<file path="src/rtl/icache_refill_pkg.sv">
// Shared types and line-geometry constants for the instruction-cache refill path.
package icache_refill_pkg;

  // Line geometry: 16 bytes per line, 128-bit line, 4-bit byte offset.
  localparam int unsigned LineLn   = 128;
  localparam int unsigned LineOffW = 4;
  localparam int unsigned AddrW    = 32;

  typedef enum logic [1:0] {
    StIdle,
    StFill,
    StDone
  } state_e;

  // Byte address of the first byte of the line containing addr.
  function automatic logic [AddrW-1:0] line_base(input logic [AddrW-1:0] addr);
    return {addr[AddrW-1:LineOffW], {LineOffW{1'b0}}};
  endfunction

endpackage

</file>
<file path="src/rtl/icache_refill.sv">
// Instruction-cache line refill controller: streams the 16 bytes of a missed line
// from a byte-wide RAM port and returns the assembled 128-bit line with a done pulse.
// Optional build macro ICACHE_REFILL_DEDUP_EN suppresses the cache's stale re-request
// for the line that has just been delivered.
module icache_refill
  import icache_refill_pkg::*;
#(
  parameter int unsigned LINE_BYTES = 16,
  parameter int unsigned ADDR_W     = 32
) (
  input  logic              clk,
  input  logic              rst,
  input  logic              req,
  input  logic [ADDR_W-1:0] req_addr,
  input  logic              flush,
  output logic              done,
  output logic [LineLn-1:0] line,
  output logic              busy,
  output logic              ram_en,
  output logic [ADDR_W-1:0] ram_addr,
  input  logic [7:0]        ram_din,
  input  logic              mem_stall
);

  localparam int unsigned BaseW = ADDR_W - LineOffW;

  state_e           state_q;
  logic [BaseW-1:0] base_q;
  logic [4:0]       ic_q;     // bytes issued so far; also index of byte on the bus
  logic [4:0]       cc_q;     // bytes captured so far
  logic             en_d_q;   // a byte was issued last cycle, its data arrives now

  logic [4:0]       ic_next;
  logic             issue_next;
  logic             dup_hit;
  logic             start;

`ifdef ICACHE_REFILL_DEDUP_EN
  logic [BaseW-1:0] last_base_q;
  logic [1:0]       dedup_cnt_q;  // edges left in the suppression window
`endif

  // Issue-side next state and request qualification.
  always_comb begin
    ic_next    = ic_q + {4'd0, ram_en};
    issue_next = !ic_next[4] && !mem_stall;
`ifdef ICACHE_REFILL_DEDUP_EN
    dup_hit    = (dedup_cnt_q != 2'd0) && (req_addr[ADDR_W-1:LineOffW] == last_base_q);
`else
    dup_hit    = 1'b0;
`endif
    start      = req && !dup_hit;
  end

  // Refill FSM with registered outputs; flush overrides everything.
  always_ff @(posedge clk or negedge rst) begin
    if (!rst) begin
      state_q  <= StIdle;
      base_q   <= '0;
      ic_q     <= '0;
      cc_q     <= '0;
      en_d_q   <= 1'b0;
      done     <= 1'b0;
      line     <= '0;
      busy     <= 1'b0;
      ram_en   <= 1'b0;
      ram_addr <= '0;
`ifdef ICACHE_REFILL_DEDUP_EN
      last_base_q <= '0;
      dedup_cnt_q <= '0;
`endif
    end else begin
      done   <= 1'b0;
      en_d_q <= ram_en;
`ifdef ICACHE_REFILL_DEDUP_EN
      if (dedup_cnt_q != 2'd0) dedup_cnt_q <= dedup_cnt_q - 2'd1;
`endif
      if (flush) begin
        // Abort: drop any in-flight byte and return to idle without done.
        state_q <= StIdle;
        busy    <= 1'b0;
        ram_en  <= 1'b0;
        en_d_q  <= 1'b0;
      end else begin
        unique case (state_q)
          StIdle, StDone: begin
            state_q <= StIdle;
            busy    <= 1'b0;
            ram_en  <= 1'b0;
            if (start) begin
              state_q  <= StFill;
              base_q   <= req_addr[ADDR_W-1:LineOffW];
              ic_q     <= '0;
              cc_q     <= '0;
              busy     <= 1'b1;
              ram_en   <= !mem_stall;
              ram_addr <= line_base(req_addr);
            end
          end
          StFill: begin
            ic_q   <= ic_next;
            ram_en <= issue_next;
            if (issue_next) ram_addr <= {base_q, ic_next[3:0]};
            if (en_d_q) begin
              line[{cc_q[3:0], 3'b000} +: 8] <= ram_din;
              cc_q <= cc_q + 5'd1;
              if (cc_q == 5'(LINE_BYTES - 1)) begin
                state_q <= StDone;
                done    <= 1'b1;
                busy    <= 1'b0;
                ram_en  <= 1'b0;
`ifdef ICACHE_REFILL_DEDUP_EN
                last_base_q <= base_q;
                dedup_cnt_q <= 2'd2;
`endif
              end
            end
          end
          default: state_q <= StIdle;
        endcase
      end
    end
  end

endmodule

</file>
<file path="config.mk">
export PLATFORM = sky130hd
export DESIGN_NAME = icache_refill
export DESIGN_NICKNAME = d
export VERILOG_FILES = /design/src/rtl/icache_refill_pkg.sv /design/src/rtl/icache_refill.sv
export SDC_FILE = /design/constraint.sdc
export NUM_CORES = 1
export LEC_CHECK = 0
export ABC_AREA = 0
export CAP_MARGIN = 20
export CORE_MARGIN = 2
export CORE_UTILIZATION = 45
export CTS_BUF_LIST = sky130_fd_sc_hd__clkbuf_2
export DETAILED_ROUTE_END_ITERATION = 16
export GPL_TIMING_DRIVEN = 0
export PLACE_DENSITY_LB_ADDON = 0.1
export SLEW_MARGIN = 30
export SYNTH_ARGS = -nofsm -noshare
export SYNTH_HDL_FRONTEND = slang
export SYNTH_SLANG_ARGS = --single-unit
</file>
<file path="constraint.sdc">
create_clock -name clk -period 4.1 [get_ports clk]
set_input_delay 1.025 -clock clk [delete_from_list [all_inputs] [get_ports clk]]
set_output_delay 1.025 -clock clk [all_outputs]
set_load 0.01 [all_outputs]
</file>
==> results of run 1 <==
## registers in the layout (all words and copies together), names as in the netlist
name and cells:
busy 1, ic_q 5, en_d_q 1, ram_en 1
base_q 28, ram_addr 32, line 128, cc_q 5
state_q 2, done 1
## synth_stat cells, types with 6 or more instances
cell and n:
dfrtp_1 204, clkbuf_1 13, nor2_1 11, ha_1 7, and2_1 9, nand2_1 180
inv_1 6, buf_2 8, buf_1 11, mux2_1 12, mux2_2 145, and3_1 11
## per-stage QoR
step | instances | util (%) | TNS (ns)
after CTS | 1205 | 60.5 | 0
after floorplan | 686 | - | 0
after global routing | 1206 | 60.5 | 0
after detailed placement | 1117 | 58.0 | 0
after global placement | 1115 | 57.6 | -1232.89
final | 1206 | 60.5 | 0
## worst register-to-register path, cell delays in order, from the launching register on
cell and delay [ns]:
dfrtp_1 0.53, inv_1 0.11, ha_1 0.28, or2_2 0.31
a21oi_1 0.32, and3_1 0.20, buf_2 0.24, mux2_2 0.37
## area by class of cell
type / count / area, um^2
sequential: 204 / 5100
antenna: 1 / 2.50
clock inverter: 16 / 116
timing repair buffer: 197 / 2010
fill: 1549 / 7360
multi-input combinational: 440 / 3210
inverter: 6 / 22.5
tap: 234 / 293
clock buffer: 72 / 360
buffer: 36 / 164
## worst max-delay path by stage
stage,end,startpoint,depth (start not counted)
after detailed placement,line[49],flush,5
after CTS,ram_en,ram_en,1
final,ram_en,ram_en,1
after floorplan,line[48],flush,4
after global routing,ram_en,ram_en,1
after global placement,ram_addr[10],rst,1
## power breakdown
| part | total, uW | internal, uW | switching, uW |
|---|---|---|---|
| Sequential | 2270 | 2180 | 91.2 |
| Clock | 1400 | 596 | 802 |
| Combinational | 709 | 374 | 336 |
## cell families (layout without fill, tap and decap cells)
| logic type | count (synthesis) | count (layout) | share of synthesized area (%) |
|---|---|---|---|
| AND/OR/NAND/NOR | 246 | 246 | 13.2 |
| flip-flops | 204 | 204 | 60.0 |
| multiplexers | 159 | 159 | 21.0 |
| buffers and inverters | 42 | 327 | 2.19 |
| AO/OA/AOI/OAI | 21 | 21 | 1.68 |
| adder cells (fa/ha/maj) | 7 | 7 | 1.03 |
| XOR/XNOR | 7 | 7 | 0.810 |
| other | 0 | 1 | 0 |
## routing by layer
layer,vias up,track usage [%]
li1,2850,-
met3,30,7.32
met2,198,33.2
met1,3061,28.5
met5,-,0
met4,0,6.42
## cell usage in the layout, fill, tap and decap left out, types with 3 or more instances in the layout
master	netlist	routed
xnor2_1	3	3
dfrtp_1	204	204
buf_1	11	11
a21oi_1	3	3
o21ai_1	3	3
and4_1	5	5
clkbuf_1	13	13
mux2_1	12	12
a22o_1	3	3
clkinv_2	0	3
nand2_1	180	180
buf_2	8	8
and3_1	11	11
o21ai_0	3	3
clkinv_1	0	11
inv_1	6	6
nand3_2	4	4
nor3_1	4	4
nand4_2	3	3
ha_1	7	7
and2_1	9	9
buf_4	3	3
clkdlybuf4s50_1	0	194
mux2_2	145	145
or2_2	3	3
clkbuf_2	0	72
nor2_1	11	11
xor2_1	3	3
==> results.yml, run 1 <==
worst_setup_path:
  max_stage_delay_ns: 0.59
  cp_max_fo: 4
  worstRegToRegCells: 7
  cp_slowest_cell: "clkdlybuf4s50_1"
  r2r-start: "cc_q[0]"
  path_cells: "clkdlybuf4s50_1"
  crit_path_start_kind: "register"
  critical_path_class: "register to output port"
  cp-end-kind: "output port"
  cp.arrival_ns: 1.77
  worst-path-buf-inv: 1
  critPathRequiredTime_ns: 3.07
  r2r_setup_slack_ns: 1.63
  crit_family: "buffers and inverters"
  reg2reg_to: "line[27]"
layout:
  area_growth_pct: 32.7
  nNetsFinal: 989
  layout-drive-gt1-share_pct: 25.8
  finalInstanceArea_mm2: 0.0113
floorplan:
  chipWidth_um: 141
  core_mm2: 0.0186
  initial_utilization_pct: 45.6
  num_rows: 50
  num_io_pins: 208
  die_area_mm2: 0.0200
  die_y_um: 141
yosys:
  netlist_top_cells_area: "dfrtp_1 (60%), mux2_2 (19%), nand2_1 (7.9%), mux2_1 (1.6%), ha_1 (1.0%)"
  post-synth-top-area-cell: "dfrtp_1"
  yosysWarnings: 0
  yosysUniqueCellTypes: 44
  yosysSeqAreaShare_pct: 60.0
  synth_area_per_cell_um2: 12.4
  ys_ff_latch: 204
  synth_top_area_share_pct: 60.0
  synthesis.nets: 738
  syn_inst: 686
  synth_ff_type: "dfrtp_1"
  ys_async_sr_fraction_pct: 100
  syn-cell-area_mm2: 0.00850
  synth_edf_count: 0
power_and_ir_drop:
  peakVddDrop_v: 0.000225
  pwr_density_cell_mw_per_mm2: 388
  finalPower_uw: 4380
  power.leakage_uw: 0.00564
sta:
  drv_slew: 0
  timing.final.ws_setup_ns: 1.30
  min_period_ns: 2.80
  fin_hold_ws_ns: 0.210
  rsz0062_at_grt: "false"
  max_slew.worst_pin.slew_ns: 0.733
  hold_viol: 0
  finalSetupViolations: 0
  slew_headroom_pct: 51.1
  skew_ns: 0.0544
  max_freq_ghz: 0.358
  fin_crit_sh_pct: 68.2
grt:
  grt_max_degree: 78
  grt_pass1_vias: 6479
  track_usage_pct: 21.3
  grt_pass1_wl_um: 33600
  overflow: 0
  antenna_found_initial: 1
drt:
  met2_length_um: 9740
  met1_length_um: 9410
  route.vias.total: 6139
  firstDrtPassIters: 4
  antenna_left: 0
  drc: 0
  wl_met3_um: 1580
  drt_iter0_markers: 192
  viasPerCell: 5.09
  routed_wl_um: 21100
  top_layer: "met4"
  wl_per_cell_um: 17.5
clock_tree:
  cts_max_level: 2
  cts_sinks: 204
  cts_resized: 0
  cts_root_buf: "clkbuf_2"
  cts_tree: "built"
  post-cts-setup-buffers: 0
  cts_buffers: 52
  clk_latency_ns: 0.81
  path_clk_slew_ns: 0.10
  clockBufferDepth: 3
  ctsHoldBuffers: 0
placed_design:
  placed_cell_area_mm2: 0.0108
  post-place-ws_ns: 0.656
  place.gp.congestion: 0.817
  dp_hpwl_um: 14700
  portBuffers: 195
worst_hold_path:
  hold_path.class: "primary input to async pin"
run:
  maxCapViolations: 0
outcome:
  status: "completed"
Power figures use the tool's default switching activity.
==> run 2, diff against run 1 <==
==> constraint.sdc (replaced) <==
create_clock -name clk -period 2.8 [get_ports clk]
set_input_delay 0.7 -clock clk [delete_from_list [all_inputs] [get_ports clk]]
set_output_delay 0.7 -clock clk [all_outputs]
set_load 0.01 [all_outputs]
==> run 2 against run 1 <==
  * Final area barely moved
  * Largest power group unchanged
  * Flip-flop and latch count did not move
  * Total power rose by 46%
  * Largest cell class unchanged
  * Highest routed layer unchanged
  * Sequential power rose by 47%
==> results.yml, run 2 (synthesis gave the netlist of run 1 again) <==
power_and_ir_drop:
  p_clk_share_pct: 31.9
  power_frac_seq_pct: 51.9
  intPower_uw: 4620
  peakVddDrop_v: 0.000329
  comb_power_share_pct: 16.2
  power.leakage_uw: 0.00564
  pwr_density_cell_mw_per_mm2: 568
  p_sw_share_pct: 28.1
  power.switching_uw: 1800
worst_setup_path:
  cp.arrival_ns: 3.10
  crit_cells: 7
  worstRegToRegCells: 7
  crit_family: "flip-flops"
  worst-path-buf-inv: 2
  path_cells: "inv_1 -> ha_1 -> or2_2 -> a21oi_1 -> and3_1 -> buf_2 -> mux2_2"
  critical_path_class: "register to register"
  crit_start: "cc_q[0]"
  cp_slowest_cell: "dfrtp_1"
  critPathRequiredTime_ns: 3.43
  crit_path_start_kind: "register"
  max_stage_delay_ns: 0.53
  r2r_setup_slack_ns: 0.33
  r2r-start: "cc_q[0]"
  cp-end-kind: "register"
  crit_path_end: "line[27]"
  cp_max_fo: 8
  reg2reg_to: "line[27]"
drt:
  route.vias.total: 6130
  antenna_left: 0
  routed_wl_um: 21000
  wl_per_cell_um: 17.4
  drc: 0
  firstDrtPassIters: 4
  viasPerCell: 5.08
  drt_iter0_markers: 197
grt:
  grt_pass1_wl_um: 33600
  track_usage_pct: 21.4
  grt_max_degree: 78
  grt_pass1_vias: 6491
  antenna_found_initial: 1
  overflow: 0
clock_tree:
  clockBufferDepth: 3
  cts_max_level: 2
  clk_latency_ns: 0.80
  cts_tree: "built"
  path_clk_slew_ns: 0.09
  cts_root_buf: "clkbuf_2"
  cts_sinks: 204
  cts_buffers: 52
floorplan:
  initial_utilization_pct: 45.6
  core_mm2: 0.0186
  chipWidth_um: 141
  die_area_mm2: 0.0200
  num_io_pins: 208
  num_rows: 50
  die_y_um: 141
layout:
  nNetsFinal: 990
  area_growth_pct: 32.9
  final_cell_mix: "dfrtp_1 (204), clkdlybuf4s50_1 (194), nand2_1 (180)"
  reg.largest.list: "line (128), ram_addr (32), base_q (28)"
  max_flop_register: "line"
  layout-drive-gt1-share_pct: 25.8
  final_common_cell: "dfrtp_1"
  utilization_pct: 60.6
  largest_reg_flops: 128
sta:
  slew_headroom_pct: 49.4
  min_period_ns: 2.47
  rsz0062_at_grt: "false"
  timing.final.ws_setup_ns: 0.330
  drv_slew: 0
  max_slew.worst_pin.slew_ns: 0.758
  fin_crit_sh_pct: 88.2
  hold_viol: 0
  finalSetupViolations: 0
  skew_ns: 0.0507
  max_freq_ghz: 0.405
placed_design:
  dp_hpwl_um: 14700
  place.gp.congestion: 0.817
  portBuffers: 195
  post-place-ws_ns: -0.319
outcome:
  status: "completed"
worst_hold_path:
  hold_path.class: "register to register"
run:
  maxCapViolations: 0
## run 2: cell count changes in the layout (fill, tap and decap cells not counted), sizes merged
cell / before / now
dlygate4sd3: 0 / 1
## run 2: area by class of cell
type	instances	area (um^2)
sequential	204	5100
inverter	6	22.5
buffer	36	164
fill	1548	7350
antenna	1	2.50
clock buffer	72	360
timing repair buffer	198	2020
clock inverter	16	116
multi-input combinational	440	3210
tap	234	293
## run 2: power groups by stage
| stage | Clock [uW] | Sequential, uW | Combinational (uW) |
|---|---|---|---|
| 4_1_cts | 2140 | 3330 | 1060 |
| 3_3_place_gp | 0 | 3380 | 1020 |
| 6_report | 2050 | 3330 | 1040 |
| 2_1_floorplan | 0 | 3450 | 387 |
| 3_5_place_dp | 0 | 3390 | 1050 |
| 5_1_grt | 2300 | 3360 | 1140 |
## run 2: layer usage
metal / global-route usage [%] / wire (um) / share of wire [%] / vias up
li1: - / - / - / 2854
met5: 0 / 0 / 0 / -
met2: 33.3 / 9770 / 46 / 191
met1: 28.5 / 9460 / 45 / 3060
met3: 7.32 / 1540 / 7.3 / 25
met4: 6.42 / 272 / 1.3 / 0
## run 2: repair_timing
| action | CTS | global route |
|---|---|---|
| gates resized for setup | 0 | 0 |
| hold endpoints to repair | 68 | 0 |
| endpoints found under the setup margin | 0 | 0 |
| hold buffers | 1 | 0 |
| buffers inserted | 0 | 0 |
## run 2: metrics by stage
stage	cells	power, uW	hold slack (ns)	instance area, um^2	setup TNS, ns
2_1_floorplan	686	3840	0.404	8500	0
3_3_place_gp	1115	4390	0.457	10700	-1433.76
3_5_place_dp	1117	4440	0.463	10800	-5.35
4_1_cts	1206	6530	0.389	11300	0
5_1_grt	1207	6810	0.380	11300	0
6_report	1207	6420	0.484	11300	0
## run 2: how the worst min path moves through the flow
stage,from,end,cells after the start
2_1_floorplan,rst,base_q[0],0
3_3_place_gp,base_q[25],base_q[25],2
3_5_place_dp,base_q[26],base_q[26],2
4_1_cts,req_addr[19],base_q[15],3
5_1_grt,req_addr[5],base_q[1],3
6_report,base_q[26],base_q[26],2
## run 2: worst register-to-register path: cells and delay by family (launching register included)
kind	cells	cell delay, ns
muxes	1	0.37
buffers and inverters	2	0.35
and+or+nand+nor	2	0.51
AOI/OAI and AO/OA	1	0.32
adders and majority gates	1	0.28
DFF	1	0.53
